**src/rtl/param_simd_lane_seq_if.sv**
```systemverilog
// param_simd_lane_seq_if: decoded-instruction handshake into the SIMD micro-op sequencer.
interface param_simd_lane_seq_if;
    logic       inst_val;
    logic       inst_rdy;
    logic [2:0] inst_op;
    logic       inst_use_imm;
    logic [4:0] inst_rs1;
    logic [4:0] inst_rs2;
    logic [4:0] inst_rd;
    modport master (output inst_val, inst_op, inst_use_imm, inst_rs1, inst_rs2, inst_rd, input inst_rdy);
    modport slave  (input inst_val, inst_op, inst_use_imm, inst_rs1, inst_rs2, inst_rd, output inst_rdy);
endinterface

```
**src/rtl/param_simd_lane_seq.sv**
```systemverilog
// param_simd_lane_seq: issues one subword micro-op per cycle for a decoded RV32 ALU/branch instruction.
module param_simd_lane_seq #(
    parameter int P_NBITS   = 4,
    parameter int C_N_OFF   = 8,
    parameter int C_OFFBITS = 3
) (
    input  logic                   clk,
    input  logic                   reset,
    param_simd_lane_seq_if.slave   inst,
    input  logic                   stall_Rhl,
    output logic [4:0]             rega_addr_Rhl,
    output logic [4:0]             regb_addr_Rhl,
    output logic [C_OFFBITS-1:0]   a_subword_off_Rhl,
    output logic [C_OFFBITS-1:0]   b_subword_off_Rhl,
    output logic                   a_mux_sel_Xhl,
    output logic                   b_mux_sel_Xhl,
    output logic                   wb_en_Xhl,
    output logic [4:0]             wb_addr_Xhl,
    output logic [C_OFFBITS-1:0]   wb_subword_off_Xhl,
    output logic                   addsub_fn_Xhl,
    output logic [1:0]             logic_fn_Xhl,
    output logic [1:0]             alu_fn_type_Xhl,
    output logic                   prop_carry_Xhl,
    output logic                   carry_in_1_Xhl,
    output logic                   flag_reg_en_Xhl,
    output logic                   br_reg_en_Xhl,
    output logic                   last_uop_Xhl,
    output logic                   busy
);
    if (P_NBITS * C_N_OFF != 32) begin : g_bad_width
        $error("subword width times subword count must equal 32");
    end
    typedef enum logic [1:0] {IDLE, EXEC, TGT} state_t;
    state_t               state;
    logic [C_OFFBITS-1:0] cnt;
    logic [2:0]           op;
    logic                 use_imm;
    logic [4:0]           rs1, rs2, rd;
    logic is_sub, is_arith, is_br, is_logic, tgt, br_exec, first, last, issue, accept;
    always_comb begin
        is_sub   = op == 3'b001;
        is_arith = op == 3'b000 || is_sub;
        is_br    = op == 3'b101 || op == 3'b110;
        is_logic = !is_arith && !is_br;
        tgt      = state == TGT;
        br_exec  = is_br && state == EXEC;
        first    = cnt == '0;
        last     = cnt == C_OFFBITS'(C_N_OFF - 1);
        issue    = state != IDLE && !stall_Rhl;
        accept   = inst.inst_val && inst.inst_rdy;
    end
    // the branch operand pass never ends an instruction, so it cannot hand over
    assign inst.inst_rdy     = state == IDLE || (issue && last && !br_exec);
    assign busy              = state != IDLE;
    assign rega_addr_Rhl     = state == IDLE ? 5'd0 : rs1;
    assign regb_addr_Rhl     = state == IDLE ? 5'd0 : rs2;
    assign a_subword_off_Rhl = cnt;
    assign b_subword_off_Rhl = cnt;
    always_ff @(posedge clk or negedge reset) begin
        if (!reset) begin
            state              <= IDLE;
            cnt                <= '0;
            op                 <= '0;
            use_imm            <= 1'b0;
            rs1                <= '0;
            rs2                <= '0;
            rd                 <= '0;
            a_mux_sel_Xhl      <= 1'b0;
            b_mux_sel_Xhl      <= 1'b0;
            wb_en_Xhl          <= 1'b0;
            wb_addr_Xhl        <= '0;
            wb_subword_off_Xhl <= '0;
            addsub_fn_Xhl      <= 1'b0;
            logic_fn_Xhl       <= '0;
            alu_fn_type_Xhl    <= '0;
            prop_carry_Xhl     <= 1'b0;
            carry_in_1_Xhl     <= 1'b0;
            flag_reg_en_Xhl    <= 1'b0;
            br_reg_en_Xhl      <= 1'b0;
            last_uop_Xhl       <= 1'b0;
        end else begin
            if (accept) begin
                state   <= EXEC;
                cnt     <= '0;
                op      <= inst.inst_op;
                use_imm <= inst.inst_use_imm;
                rs1     <= inst.inst_rs1;
                rs2     <= inst.inst_rs2;
                rd      <= inst.inst_rd;
            end else if (issue) begin
                cnt <= cnt + 1'b1;
                if (last)
                    state <= br_exec ? TGT : IDLE;
            end
            // gated controls collapse to a bubble; datapath selectors below only move on issue
            wb_en_Xhl       <= issue && !is_br && rd != 5'd0;
            flag_reg_en_Xhl <= issue && (is_arith || br_exec);
            br_reg_en_Xhl   <= issue && br_exec && last;
            last_uop_Xhl    <= issue && last && !br_exec;
            prop_carry_Xhl  <= issue && !is_logic && !first;
            carry_in_1_Xhl  <= issue && is_sub && first;
            a_mux_sel_Xhl   <= issue && tgt;
            b_mux_sel_Xhl   <= issue && (is_br ? !tgt : !use_imm);
            if (issue) begin
                wb_addr_Xhl        <= rd;
                wb_subword_off_Xhl <= cnt;
                addsub_fn_Xhl      <= is_sub || br_exec;
                logic_fn_Xhl       <= op == 3'b011 ? 2'b01 : op == 3'b100 ? 2'b10 : 2'b00;
                alu_fn_type_Xhl    <= is_logic ? 2'b01 : 2'b00;
            end
        end
    end
endmodule

```
**src/flat_wrapper.sv**
```systemverilog
// flat-port wrapper written by rule: the top's interface ports become plain ports
module param_simd_lane_seq_flat 
#(
    parameter int P_NBITS   = 4,
    parameter int C_N_OFF   = 8,
    parameter int C_OFFBITS = 3
)
  (clk, reset, stall_Rhl, rega_addr_Rhl, regb_addr_Rhl, a_subword_off_Rhl, b_subword_off_Rhl, a_mux_sel_Xhl, b_mux_sel_Xhl, wb_en_Xhl, wb_addr_Xhl, wb_subword_off_Xhl, addsub_fn_Xhl, logic_fn_Xhl, alu_fn_type_Xhl, prop_carry_Xhl, carry_in_1_Xhl, flag_reg_en_Xhl, br_reg_en_Xhl, last_uop_Xhl, busy, inst_inst_val, inst_inst_op, inst_inst_use_imm, inst_inst_rs1, inst_inst_rs2, inst_inst_rd, inst_inst_rdy);
  param_simd_lane_seq_if inst_i ();
  input  logic clk;
  input  logic reset;
  input  logic stall_Rhl;
  output logic [4:0] rega_addr_Rhl;
  output logic [4:0] regb_addr_Rhl;
  output logic [C_OFFBITS-1:0] a_subword_off_Rhl;
  output logic [C_OFFBITS-1:0] b_subword_off_Rhl;
  output logic a_mux_sel_Xhl;
  output logic b_mux_sel_Xhl;
  output logic wb_en_Xhl;
  output logic [4:0] wb_addr_Xhl;
  output logic [C_OFFBITS-1:0] wb_subword_off_Xhl;
  output logic addsub_fn_Xhl;
  output logic [1:0] logic_fn_Xhl;
  output logic [1:0] alu_fn_type_Xhl;
  output logic prop_carry_Xhl;
  output logic carry_in_1_Xhl;
  output logic flag_reg_en_Xhl;
  output logic br_reg_en_Xhl;
  output logic last_uop_Xhl;
  output logic busy;
  input wire logic [$bits(inst_i.inst_val)-1:0] inst_inst_val;
  input wire logic [$bits(inst_i.inst_op)-1:0] inst_inst_op;
  input wire logic [$bits(inst_i.inst_use_imm)-1:0] inst_inst_use_imm;
  input wire logic [$bits(inst_i.inst_rs1)-1:0] inst_inst_rs1;
  input wire logic [$bits(inst_i.inst_rs2)-1:0] inst_inst_rs2;
  input wire logic [$bits(inst_i.inst_rd)-1:0] inst_inst_rd;
  output wire logic [$bits(inst_i.inst_rdy)-1:0] inst_inst_rdy;
  assign inst_i.inst_val = inst_inst_val;
  assign inst_i.inst_op = inst_inst_op;
  assign inst_i.inst_use_imm = inst_inst_use_imm;
  assign inst_i.inst_rs1 = inst_inst_rs1;
  assign inst_i.inst_rs2 = inst_inst_rs2;
  assign inst_i.inst_rd = inst_inst_rd;
  assign inst_inst_rdy = inst_i.inst_rdy;
  param_simd_lane_seq #(.P_NBITS(P_NBITS), .C_N_OFF(C_N_OFF), .C_OFFBITS(C_OFFBITS)) u_core (.clk(clk), .reset(reset), .inst(inst_i), .stall_Rhl(stall_Rhl), .rega_addr_Rhl(rega_addr_Rhl), .regb_addr_Rhl(regb_addr_Rhl), .a_subword_off_Rhl(a_subword_off_Rhl), .b_subword_off_Rhl(b_subword_off_Rhl), .a_mux_sel_Xhl(a_mux_sel_Xhl), .b_mux_sel_Xhl(b_mux_sel_Xhl), .wb_en_Xhl(wb_en_Xhl), .wb_addr_Xhl(wb_addr_Xhl), .wb_subword_off_Xhl(wb_subword_off_Xhl), .addsub_fn_Xhl(addsub_fn_Xhl), .logic_fn_Xhl(logic_fn_Xhl), .alu_fn_type_Xhl(alu_fn_type_Xhl), .prop_carry_Xhl(prop_carry_Xhl), .carry_in_1_Xhl(carry_in_1_Xhl), .flag_reg_en_Xhl(flag_reg_en_Xhl), .br_reg_en_Xhl(br_reg_en_Xhl), .last_uop_Xhl(last_uop_Xhl), .busy(busy));
endmodule
```
**config.mk**
```make
export PLATFORM = sky130hd
export DESIGN_NAME = param_simd_lane_seq_flat
export DESIGN_NICKNAME = d
export VERILOG_FILES = /design/src/rtl/param_simd_lane_seq_if.sv /design/src/rtl/param_simd_lane_seq.sv /design/src/flat_wrapper.sv
export SDC_FILE = /design/constraint.sdc
export NUM_CORES = 1
export LEC_CHECK = 0
export CAP_MARGIN = 20
export CELL_PAD_IN_SITES_DETAIL_PLACEMENT = 0
export CELL_PAD_IN_SITES_GLOBAL_PLACEMENT = 1
export CORE_ASPECT_RATIO = 1.75
export CORE_UTILIZATION = 39
export CTS_CLUSTER_SIZE = 12
export DETAILED_ROUTE_END_ITERATION = 8
export PLACE_DENSITY_LB_ADDON = 0.1
export REMOVE_ABC_BUFFERS = 1
export SYNTH_ARGS = -nofsm -noshare
export SYNTH_HDL_FRONTEND = slang
export SYNTH_SLANG_ARGS = --single-unit
```
**constraint.sdc**
```tcl
create_clock -name clk -period 3 [get_ports clk]
set_input_delay 0.9 -clock clk [delete_from_list [all_inputs] [get_ports clk]]
set_output_delay 0.9 -clock clk [all_outputs]
set_load 0.1 [all_outputs]
```
# After elaboration in Yosys (flattened, before gate mapping)
# Index checks and enable logic that the tools add are counted.
# W data, S select, Z words.
[classes] n_mux=12 n_addsub=1 n_reduce_logical=38 eq_ne=8
[ops] operator="$logic_and A1 B1 Y1" n=17
[ops] operator="$eq A3 B3 Y1 const B" n=4
[ops] operator="$mux W2" n=6
[ops] operator="$mux W5" n=2
[ops] operator="$logic_not A1 Y1" n=8
[ops] operator="$logic_not A3 Y1" n=2
[ops] operator="$mux W3" n=2
[ops] operator="$reduce_bool A2 Y1" n=3
[ops] operator="$logic_or A1 B1 Y1" n=5
[ops] operator="$reduce_bool A5 Y1" n=1
[ops] operator="$add A3 B1 Y3 const B" n=1
[ops] operator="$eq A3 B1 Y1 const B" n=1
[ops] operator="$eq A3 B2 Y1 const B" n=1
[ops] operator="$eq A2 B1 Y1 const B" n=1
[ops] operator="$eq A2 B2 Y1 const B" n=1
[ops] operator="$logic_not A2 Y1" n=1
[ops] operator="$mux W1" n=2
[ops] operator="$reduce_and A2 Y1" n=1
[word_totals] register_bits=45 inputBits=23

# Logic depth before layout (Yosys ltp)
# Gate-level depths: netlist of the first run.
[depth] ltp_word=9 depth_mapped=7 ltp_nobuf=5

# Worst setup path after synthesis of the first run
# OpenSTA, ideal clock, no wires.
[synth_timing] kind="reg2out" startpoint="reg u_core.cnt[1], in the netlist u_core.a_subword_off_Rhl[1]" endpoint="out inst_inst_rdy" n_path_buf=0 stages_incl_launch_ff=5 slack_ns=-1.610 required_ns=2.100 arrival_time_ns=3.710 cell_sequence="dfrtp_1 -> ha_1 -> ha_1 -> nand2_1 -> o21ai_0"
[synth_via] elab_chain_cells=4
[synth_rtl] item="start: declaration" line_no="param_simd_lane_seq.sv:35" text="logic [C_OFFBITS-1:0] cnt;"
[synth_rtl] item="start signal: assignment" line_no="param_simd_lane_seq.sv:91" text="cnt <= cnt + 1'b1;"
[synth_rtl] item="$eq A3 B3 Y1" line_no="param_simd_lane_seq.sv:48" text="last = cnt == C_OFFBITS'(C_N_OFF - 1);"
[synth_rtl] item="$logic_and A1 B1 Y1 (2 in series)" line_no="param_simd_lane_seq.sv:53" text="assign inst.inst_rdy = state == IDLE || (issue && last && !br_exec);"
[synth_rtl] item="$logic_or A1 B1 Y1" line_no="param_simd_lane_seq.sv:53"
[synth_rtl] item="end: declaration" line_no="flat_wrapper.sv:37" text="output wire logic [$bits(inst_i.inst_rdy)-1:0] inst_inst_rdy;"
# Every way passes these cells.

# Final worst setup path of the first run
[layout_timing] startpoint="reg u_core.op[1]" endpoint="out inst_inst_rdy"
[layout_via] elab_chain_cells=6 elab_cells_between_ends=7 classes_between="eq/ne: 2; reduce/logical: 5"
[layout_rtl] item="start: declaration" line_no="param_simd_lane_seq.sv:36" text="logic [2:0] op;"
[layout_rtl] item="start signal: assignment" line_no="param_simd_lane_seq.sv:85" text="op <= inst.inst_op;"
[layout_rtl] item="$eq A3 B3 Y1" line_no="param_simd_lane_seq.sv:43" text="is_br = op == 3'b101 || op == 3'b110;"
[layout_rtl] item="$logic_or A1 B1 Y1 (*)" line_no="param_simd_lane_seq.sv:43"
[layout_rtl] item="$logic_and A1 B1 Y1 (*)" line_no="param_simd_lane_seq.sv:46" text="br_exec = is_br && state == EXEC;"
[layout_rtl] item="$logic_not A1 Y1 (*)" line_no="param_simd_lane_seq.sv:53"
[layout_rtl] item="$logic_and A1 B1 Y1 (*)" line_no="param_simd_lane_seq.sv:53"
[layout_rtl] item="$logic_or A1 B1 Y1 (*)" line_no="param_simd_lane_seq.sv:53"
# Mark *: on every way between the ends. The rest lies on a longest branch, timed or not.

==> summary.txt, run 1 <==
Status
  – Outcome: complete, but fails checks
  – Failing checks: DRC

Detailed routing
  – Wirelength per Cell: 14.9 um
  – Number of DRC markers in iteration 0: 31
  – DRC violations left: 5
  – Final WL: 4230 um
  – Post-route ant nets: 0
  – First-pass detailed-route iteration total: 6
  – Routed via count: roughly 1400
  – DR vias/cell: 4.99

Clock tree
  – Clock slew at reported path FFs: 0.09 ns
  – Hold_buf cts: 0
  – Post-CTS Setup Repair Bufs: 0
  – CTS Buffer Depth: 2
  – Clock net sink count: 44
  – TritonCTS clock tree: done
  – Clock Root Buffer: clkbuf_8
  – Worst skew pair latency: about 0.29 ns
  – H-tree Lvls: 2
  – CTS Buf Count: 5

Logic synthesis
  – Most used flip-flop cell after synthesis: dfrtp_1
  – Synth Area in Compound Gates: about 9%
  – Simple-Gate Fraction of Synth Area: between 10% and 20%
  – Syn Inst Count: ~170
  – Total number of yosys warnings: 0
  – Largest family of logic cells by synthesized area: simple AND/OR/NAND/NOR gates
  – Mapped Area: 2040 um^2
  – Post-synthesis xor/xnor area fraction: under 10%
  – Sequential fraction of the synthesis area: between 50% and 60%
  – Post-synthesis async set-or-reset flop share: 100%
  – Mux cell area share after synthesis: a little over an eighth
  – Synthesis-stage register bit count: 44
  – Synth cell types: 42
  – Synthesized area per cell: 12.2 um^2
  – Adder-cell share of the synthesized area: roughly 1.8%
  – Number of enable flip-flop cells after synthesis: 0

Cells and area
  – Final #Nets: 255
  – Fill cells: ~430
  – Area grow syn2layout: 40.1%
  – Multi-input gate area: 818 um^2
  – ANT cells: 0
  – Register area: around 1100 um^2
  – Layout Cells excl Fill: about 280
  – Layout cell share with drive strength beyond 1: about a third

Critical path
  – Crit-path cells: xor2_4 > and3_1 > o21ai_1 > buf_4 > buf_12
  – Arr. time, crit path: 1.76 ns
  – Startpoint types: flip-flop
  – R2R depth: 6
  – Req. time, crit path: ~2.1 ns
  – WP buf/inv: 2
  – Levels on crit path: 5
  – Worst R2R End: u_core.rs2[4]
  – Crit Path Category: flip-flop to primary output
  – Critical Path Slowest Stage Cell: dfrtp_1
  – R2r setup slk: between 0.8 and 0.9 ns
  – R2R Path Start: u_core.state[1]
  – Worst setup path endpoint: inst_inst_rdy
  – CP Launch Point: u_core.op[1]
  – CP max stage delay: about 0.54 ns
  – CP Capture Type: primary output
  – Crit path max-delay family: flip-flops
  – CP max FO: 10

Die
  – CORE AREA: 5020 um^2
  – Initial Utilization: roughly two fifths
  – Die H: 97.7 um
  – Die width: ~57 um
  – Row count: 34
  – Die area: roughly 5500 um^2
  – Io pins: between 60 and 70

STA
  – Fmax: between 300 and 400 MHz
  – Hold WS: 0.467 ns
  – Final setup skew: between 0.005 and 0.006 ns
  – Pins over their slew limit: 0
  – Final hold vios: 0
  – Final setup fails: 0
  – Final worst setup slack: about 0.34 ns
  – Final Critical Period: about 2.7 ns
  – RSZ-0062 raised after global routing: no
  – Fin crit share: approximately nine tenths

GRT
  – Total gr overflow: 0
  – All-layer global routing usage: about 17%
  – Pin count of the biggest net entering global routing: 45
  – GR Util met3: 3.46%
  – Met2 Use GR: between 30% and 40%
  – GRT busiest layer: met2
  – First-pass GRT wire length: 7330 um
  – Number of global-route vias before repair: 1536
  – Antenna violations before repair: 0
  – GRT met1 Usage: approximately 20%

Place
  – Setup WS pre-CTS: -0.0285 ns
  – Placed cell count: about 280
  – RD Place Congestion: roughly 0.81
  – Detailed placement HPWL: roughly 3100 um
  – Port bufs: 60

Min path
  – Hold WC Path Type: flip-flop to flip-flop

Run
  – Max-cap violations: 0
-- layout make-up --
type,instances,area share (%)
Clock buffer,5,2.41
Clock inverter,3,1.49
Inverter,6,0.788
Multi-Input combinational cell,104,28.6
Sequential cell,44,38.5
Tap cell,54,2.36
Timing Repair Buffer,68,25.8
-- logic make-up after synthesis --
kind of cell	after synthesis
and+or+nand+nor	56
DFF	44
AOI/OAI and AO/OA	24
muxes	19
buffers and inverters	19
adders and majority gates	3
other	1
xor gates and xnor gates	1
-- worst min-delay path by stage --
stage,start,endpoint,slack (ns),cells after the start
CTS,u_core.use_imm,u_core.b_mux_sel_Xhl,0.47,1
floorplan,u_core.use_imm,u_core.b_mux_sel_Xhl,0.42,1
finish,u_core.use_imm,u_core.b_mux_sel_Xhl,0.47,1
detailed placement,u_core.use_imm,u_core.b_mux_sel_Xhl,0.46,1
global placement,u_core.use_imm,u_core.b_mux_sel_Xhl,0.44,1
global route,u_core.use_imm,u_core.b_mux_sel_Xhl,0.49,1
-- state kept, by name (all words and copies together), names as in the netlist, 2 cells and up --
name,count
u_core.wb_addr_Xhl,5
u_core.rs2,5
u_core.state,2
u_core.rd,5
u_core.rs1,5
u_core.op,3
u_core.logic_fn_Xhl,2
u_core.a_subword_off_Rhl,3
u_core.wb_subword_off_Xhl,3
-- through the flow --
stage	instance area (um^2)	utilization [%]	TNS, ns
6_report	2860	57.0	0
5_1_grt	2860	57.0	0
4_1_cts	2830	56.4	0
3_5_place_dp	2720	54.2	-0.0285
3_3_place_gp	2720	54.2	-0.0288
2_1_floorplan	1940	-	-3.67
-- placed cells by master (no fill, tap or decap), drive strengths merged, types with 3 or more instances in the layout --
cell and n:
buf 47, dfrtp 44, nand2 30, clkdlybuf4s50 20, mux2 19, and2 10
o21ai 7, inv 6, clkbuf 5, nor2 4, a21oi 3, ha 3
nand3 3
-- timing repair --
item | CTS | global route
endpoints found under the setup margin | 1 | 1
pin swaps | 0 | 1
resized for setup | 1 | 2
cloned | 0 | 0
-- routing by layer --
layer | part of all wire [%] | vias to the layer above
met5 | 0 | -
met4 | 2.1 | 0
met1 | 39 | 694
met2 | 55 | 43
li1 | - | 674
met3 | 4.4 | 7
-- synth_stat cells, types with 3 or more instances --
library cell | n | share of area (%)
dfrtp_1 | 44 | 54
nand2_1 | 30 | 5.5
mux2_4 | 17 | 13
and2_1 | 10 | 3.1
o21ai_0 | 7 | 1.7
inv_1 | 6 | 1.1
buf_4 | 5 | 1.8
a21oi_1 | 3 | 0.74
clkbuf_1 | 3 | 0.55
ha_1 | 3 | 1.8
nor2_1 | 3 | 0.55
Power of run 1 is not shown: default switching activity piles up to over one toggle a cycle in this logic, so the estimate is an artifact.
==> inputs of run 2 (changes only) <==
CORE_ASPECT_RATIO = default   (was 1.75)
==> summary.txt, run 2 (synthesis results as in run 1) <==
GRT
  – Total gr overflow: 0
  – Number of global-route vias before repair: ~1500
  – Antenna violations before repair: 0
  – First-pass GRT wire length: 6960 um
  – All-layer global routing usage: 17.5%
  – Pin count of the biggest net entering global routing: 45

STA
  – Slew @ Worst Pin: between 0.9 and 1 ns
  – Final hold vios: 0
  – Slew Limit Headroom: ~37%
  – Final Critical Period: 2.94 ns
  – Fmax: about 340 MHz
  – RSZ-0062 raised after global routing: no
  – Fin crit share: a little over nine tenths
  – Final setup skew: between 0.005 and 0.006 ns
  – Pins over their slew limit: 0
  – Final setup fails: 0
  – Hold WS: 0.465 ns

Run
  – Max-cap violations: 0

Die
  – CORE AREA: 4880 um^2
  – Die H: approximately 74 um
  – Die width: between 70 and 80 um
  – Initial Utilization: between 40% and 50%
  – Io pins: 62
  – Row count: 25
  – Die area: 5530 um^2

Place
  – RD Place Congestion: ~0.75
  – Port bufs: 60
  – Detailed placement HPWL: about 3100 um

Cells and area
  – Commonest non-fill, non-tap cell in the layout: dfrtp_1
  – Layout cell share with drive strength beyond 1: 33.8%
  – Area grow syn2layout: 37.5%
  – ANT cells: 0
  – Commonest non-fill, non-tap cells in the layout: dfrtp_1, buf_4, nand2_1, clkdlybuf4s50_1, mux2_4
  – Fill cells: about 450
  – Final #Nets: roughly 250

Critical path
  – CP Capture Type: primary output
  – Req. time, crit path: between 2 and 2.5 ns
  – Crit Path Category: input port to primary output
  – Arr. time, crit path: a little over 2 ns
  – CP max FO: 2
  – Startpoint types: input port

Clock tree
  – Worst skew pair latency: ~0.30 ns
  – Clock Root Buffer: clkbuf_8
  – CTS Buf Count: 5
  – CTS Buffer Depth: 2
  – Clock slew at reported path FFs: 0.08 ns
  – Hold_buf cts: 0
  – H-tree Lvls: 2
  – Clock net sink count: 44
  – Post-CTS Setup Repair Bufs: 0
  – TritonCTS clock tree: done

Detailed routing
  – Number of DRC markers in iteration 0: 80
  – Post-route ant nets: 0
  – First-pass detailed-route iteration total: 4
  – Final WL: around 4300 um
  – Routed via count: 1411
  – DRC violations left: 0
  – Wirelength per Cell: roughly 14 um
  – DR vias/cell: between 4 and 5

Min path
  – Hold WC Path Type: flip-flop to flip-flop

Status
  – Outcome: finished clean
==> run 2: cell types whose count changed in the layout (fill, tap and decap cells not counted), sizes merged <==
cell | before | now
dlymetal6s2s | 1 | 0
clkdlybuf4s50 | 20 | 21
clkbuf | 5 | 8
buf | 47 | 45
clkinv | 1 | 0
clkinvlp | 1 | 0
bufinv | 1 | 0
==> run 2: final timing paths <==
check                                start                      endpoint  slack, ns  cells past startpoint
setup / recovery                 stall_Rhl                 inst_inst_rdy       0.06                      5
hold / removal              u_core.use_imm          u_core.b_mux_sel_Xhl       0.46                      1
setup reg to reg           u_core.state[1]                  u_core.rd[0]       1.02                      5
hold reg to reg             u_core.use_imm          u_core.b_mux_sel_Xhl       0.46                      1
max in group asynchronous            reset  u_core.wb_subword_off_Xhl[2]       1.66                      1
min in group asynchronous            reset                  u_core.op[1]       0.75                      1
==> run 2: area by class of cell <==
cell class / instances / area [um^2] / share of cell area, %
flip-flops and latches: 44 / 1100 / 39.3
multi-input cells: 104 / 825 / 29.4
repair buffers: 66 / 683 / 24.4
clock buffers: 8 / 90.1 / 3.21
well taps: 67 / 83.8 / 2.99
inverters: 6 / 22.5 / 0.803
==> run 2: timing repair <==
action / 4_1_cts / 5_1_grt
pin swaps: 1 / 1
endpoints found under the setup margin: 1 / 1
resized for setup: 1 / 3
==> run 2: worst max-delay path, cell delays in order <==
cell and delay (ns):
clkdlybuf4s50_1 0.43, o21ba_4 0.24, nand2_2 0.07, o21ai_2 0.21, buf_12 0.20
==> run 2: metal layers <==
layer  track usage [%]  routed length (um)
met1              21.2                1820
met2              28.8                2160
met3              4.61                 185
met4              8.81                  89
met5                 0                   0
==> run 2: metrics by stage <==
step | TNS, ns | std cells | cell area [um^2] | utilization (%) | worst slack, ns
after global placement | 0 | 288 | 2710 | 55.5 | 0.0256
after global routing | 0 | 295 | 2810 | 57.5 | 0.0179
after CTS | 0 | 296 | 2800 | 57.4 | 0.00303
after floorplan | -3.67 | 154 | 1940 | - | -2.26
final | 0 | 295 | 2810 | 57.5 | 0.0591
after detailed placement | -0.0526 | 288 | 2710 | 55.5 | -0.0526
Power of run 2 is left out for the same reason.
==> inputs of run 3 (changes only) <==
--- a/config.mk
+++ b/config.mk
@@ -10,3 +10,3 @@
 export CELL_PAD_IN_SITES_GLOBAL_PLACEMENT = 1
-export CORE_UTILIZATION = 39
+export CORE_UTILIZATION = 33
 export CTS_CLUSTER_SIZE = 12
==> constraint.sdc (replaced) <==
create_clock -name clk -period 2.6 [get_ports clk]
set_input_delay 0.52 -clock clk [delete_from_list [all_inputs] [get_ports clk]]
set_output_delay 0.52 -clock clk [all_outputs]
set_load 0.1 [all_outputs]
==> summary.txt, run 3 (synthesis results as in run 1) <==
Critical path
  – Startpoint types: flip-flop
  – Worst R2R End: u_core.rs1[1]
  – Crit Path Category: flip-flop to primary output
  – Worst setup path endpoint: inst_inst_rdy
  – Req. time, crit path: 2.08 ns
  – CP max FO: 10
  – CP Capture Type: primary output
  – R2R Path Start: u_core.state[1]
  – R2R depth: 5
  – CP Launch Point: u_core.op[1]
  – R2r setup slk: approximately 0.62 ns
  – Arr. time, crit path: between 1.5 and 2 ns

GRT
  – GR Util met3: between 3 and 4%
  – Number of global-route vias before repair: approximately 1400
  – Total gr overflow: 0
  – GRT met1 Usage: roughly a fifth
  – Antenna violations before repair: 0
  – Pin count of the biggest net entering global routing: 45
  – GRT busiest layer: met2
  – Met2 Use GR: between 20% and 30%
  – First-pass GRT wire length: slightly below 7000 um
  – All-layer global routing usage: roughly 15%

Run
  – Max-cap violations: 0

Cells and area
  – Final core utilization: 47.6%
  – Final #Nets: about 250
  – Commonest non-fill, non-tap cells in the layout: dfrtp_1, buf_4, nand2_1, clkdlybuf4s50_1, mux2_4
  – Final Cell Area: between 2000 and 3000 um^2
  – Fill cells: about 550
  – ANT cells: 0
  – Multi-input gate area: 812 um^2
  – Area grow syn2layout: 38.9%
  – Layout cell share with drive strength beyond 1: 33.2%
  – Register area: around 1100 um^2
  – Commonest non-fill, non-tap cell in the layout: dfrtp_1

Clock tree
  – Total of cells resized after clock tree synthesis: 0
  – Worst skew pair latency: between 0.2 and 0.3 ns
  – Clock net sink count: 44
  – H-tree Lvls: 2
  – TritonCTS clock tree: done
  – Clock Root Buffer: clkbuf_8
  – Hold_buf cts: 0
  – CTS Buf Count: 5
  – Clock slew at reported path FFs: 0.08 ns
  – Post-CTS Setup Repair Bufs: 0
  – CTS Buffer Depth: 2

STA
  – Final setup skew: 0.00426 ns
  – Hold WS: 0.0194 ns
  – Fmax: 423 MHz
  – Final Critical Period: between 2 and 2.5 ns
  – Final setup fails: 0
  – Final hold vios: 0
  – Pins over their slew limit: 0
  – RSZ-0062 raised after global routing: no
  – Slew @ Worst Pin: approximately 0.57 ns
  – Fin crit share: around nine tenths
  – Slew Limit Headroom: 62.2%
  – Fin Setup TNS: 0 ns

Place
  – DP Area: 2730 um^2
  – Detailed placement HPWL: about 3000 um
  – Port bufs: 60
  – RD Place Congestion: ~0.74

Detailed routing
  – Number of DRC markers in iteration 0: between 40 and 50
  – First-pass detailed-route iteration total: 4
  – Post-route ant nets: 0
  – DRC violations left: 0
  – Routed via count: roughly 1400
  – Final WL: between 4000 and 5000 um
  – Wirelength per Cell: 13.8 um
  – DR vias/cell: roughly 4.6

Die
  – CORE AREA: 5960 um^2
  – Io pins: 62
  – Row count: 28
  – Die area: about 6500 um^2
  – Die H: 80.6 um
  – Initial Utilization: approximately a third
  – Die width: between 80 and 90 um

Status
  – Outcome: finished clean

Min path
  – Hold WC Path Type: input port to async pin
==> run 3: changes by cell type in the layout (fill, tap and decap cells not counted), sizes merged <==
cell / before / now
buf: 45 / 46
==> run 3: final cells by class <==
class	instances	area share (%)
clock buffers	8	3.18
inverters	6	0.794
multi-input cells	104	28.6
flip-flops and latches	44	38.8
well taps	75	3.31
repair buffers	67	25.2
==> run 3: layer usage <==
metal | share of wire [%] | wire length [um]
met4 | 1.5 | 63
met1 | 44 | 1840
met5 | 0 | 0
met2 | 50 | 2080
met3 | 4.5 | 190
==> run 3: worst min path at each step <==
| stage | slack [ns] | startpoint | cells past startpoint | end |
|---|---|---|---|---|
| after floorplan | 0.22 | reset | 0 | u_core.a_mux_sel_Xhl |
| after global placement | 0.45 | u_core.use_imm | 1 | u_core.b_mux_sel_Xhl |
| after detailed placement | 0.45 | u_core.use_imm | 1 | u_core.b_mux_sel_Xhl |
| after CTS | 0.41 | reset | 1 | u_core.logic_fn_Xhl[0] |
| after global routing | 0.004 | reset | 1 | u_core.logic_fn_Xhl[0] |
| final | 0.02 | reset | 1 | u_core.logic_fn_Xhl[0] |
==> run 3: per-stage QoR <==
stage,instances,worst slack [ns]
4_1_cts,303,0.233
2_1_floorplan,154,-2.28
3_5_place_dp,295,0.283
6_report,304,0.237
3_3_place_gp,295,0.305
5_1_grt,304,0.163
==> run 3: worst max-delay path, cell delays in order (launching register included) <==
cell and delay, ns:
dfrtp_1 0.54, xor2_4 0.26, and3_1 0.22, o21ai_0 0.31, buf_12 0.23
Power of run 3 is left out for the same reason.
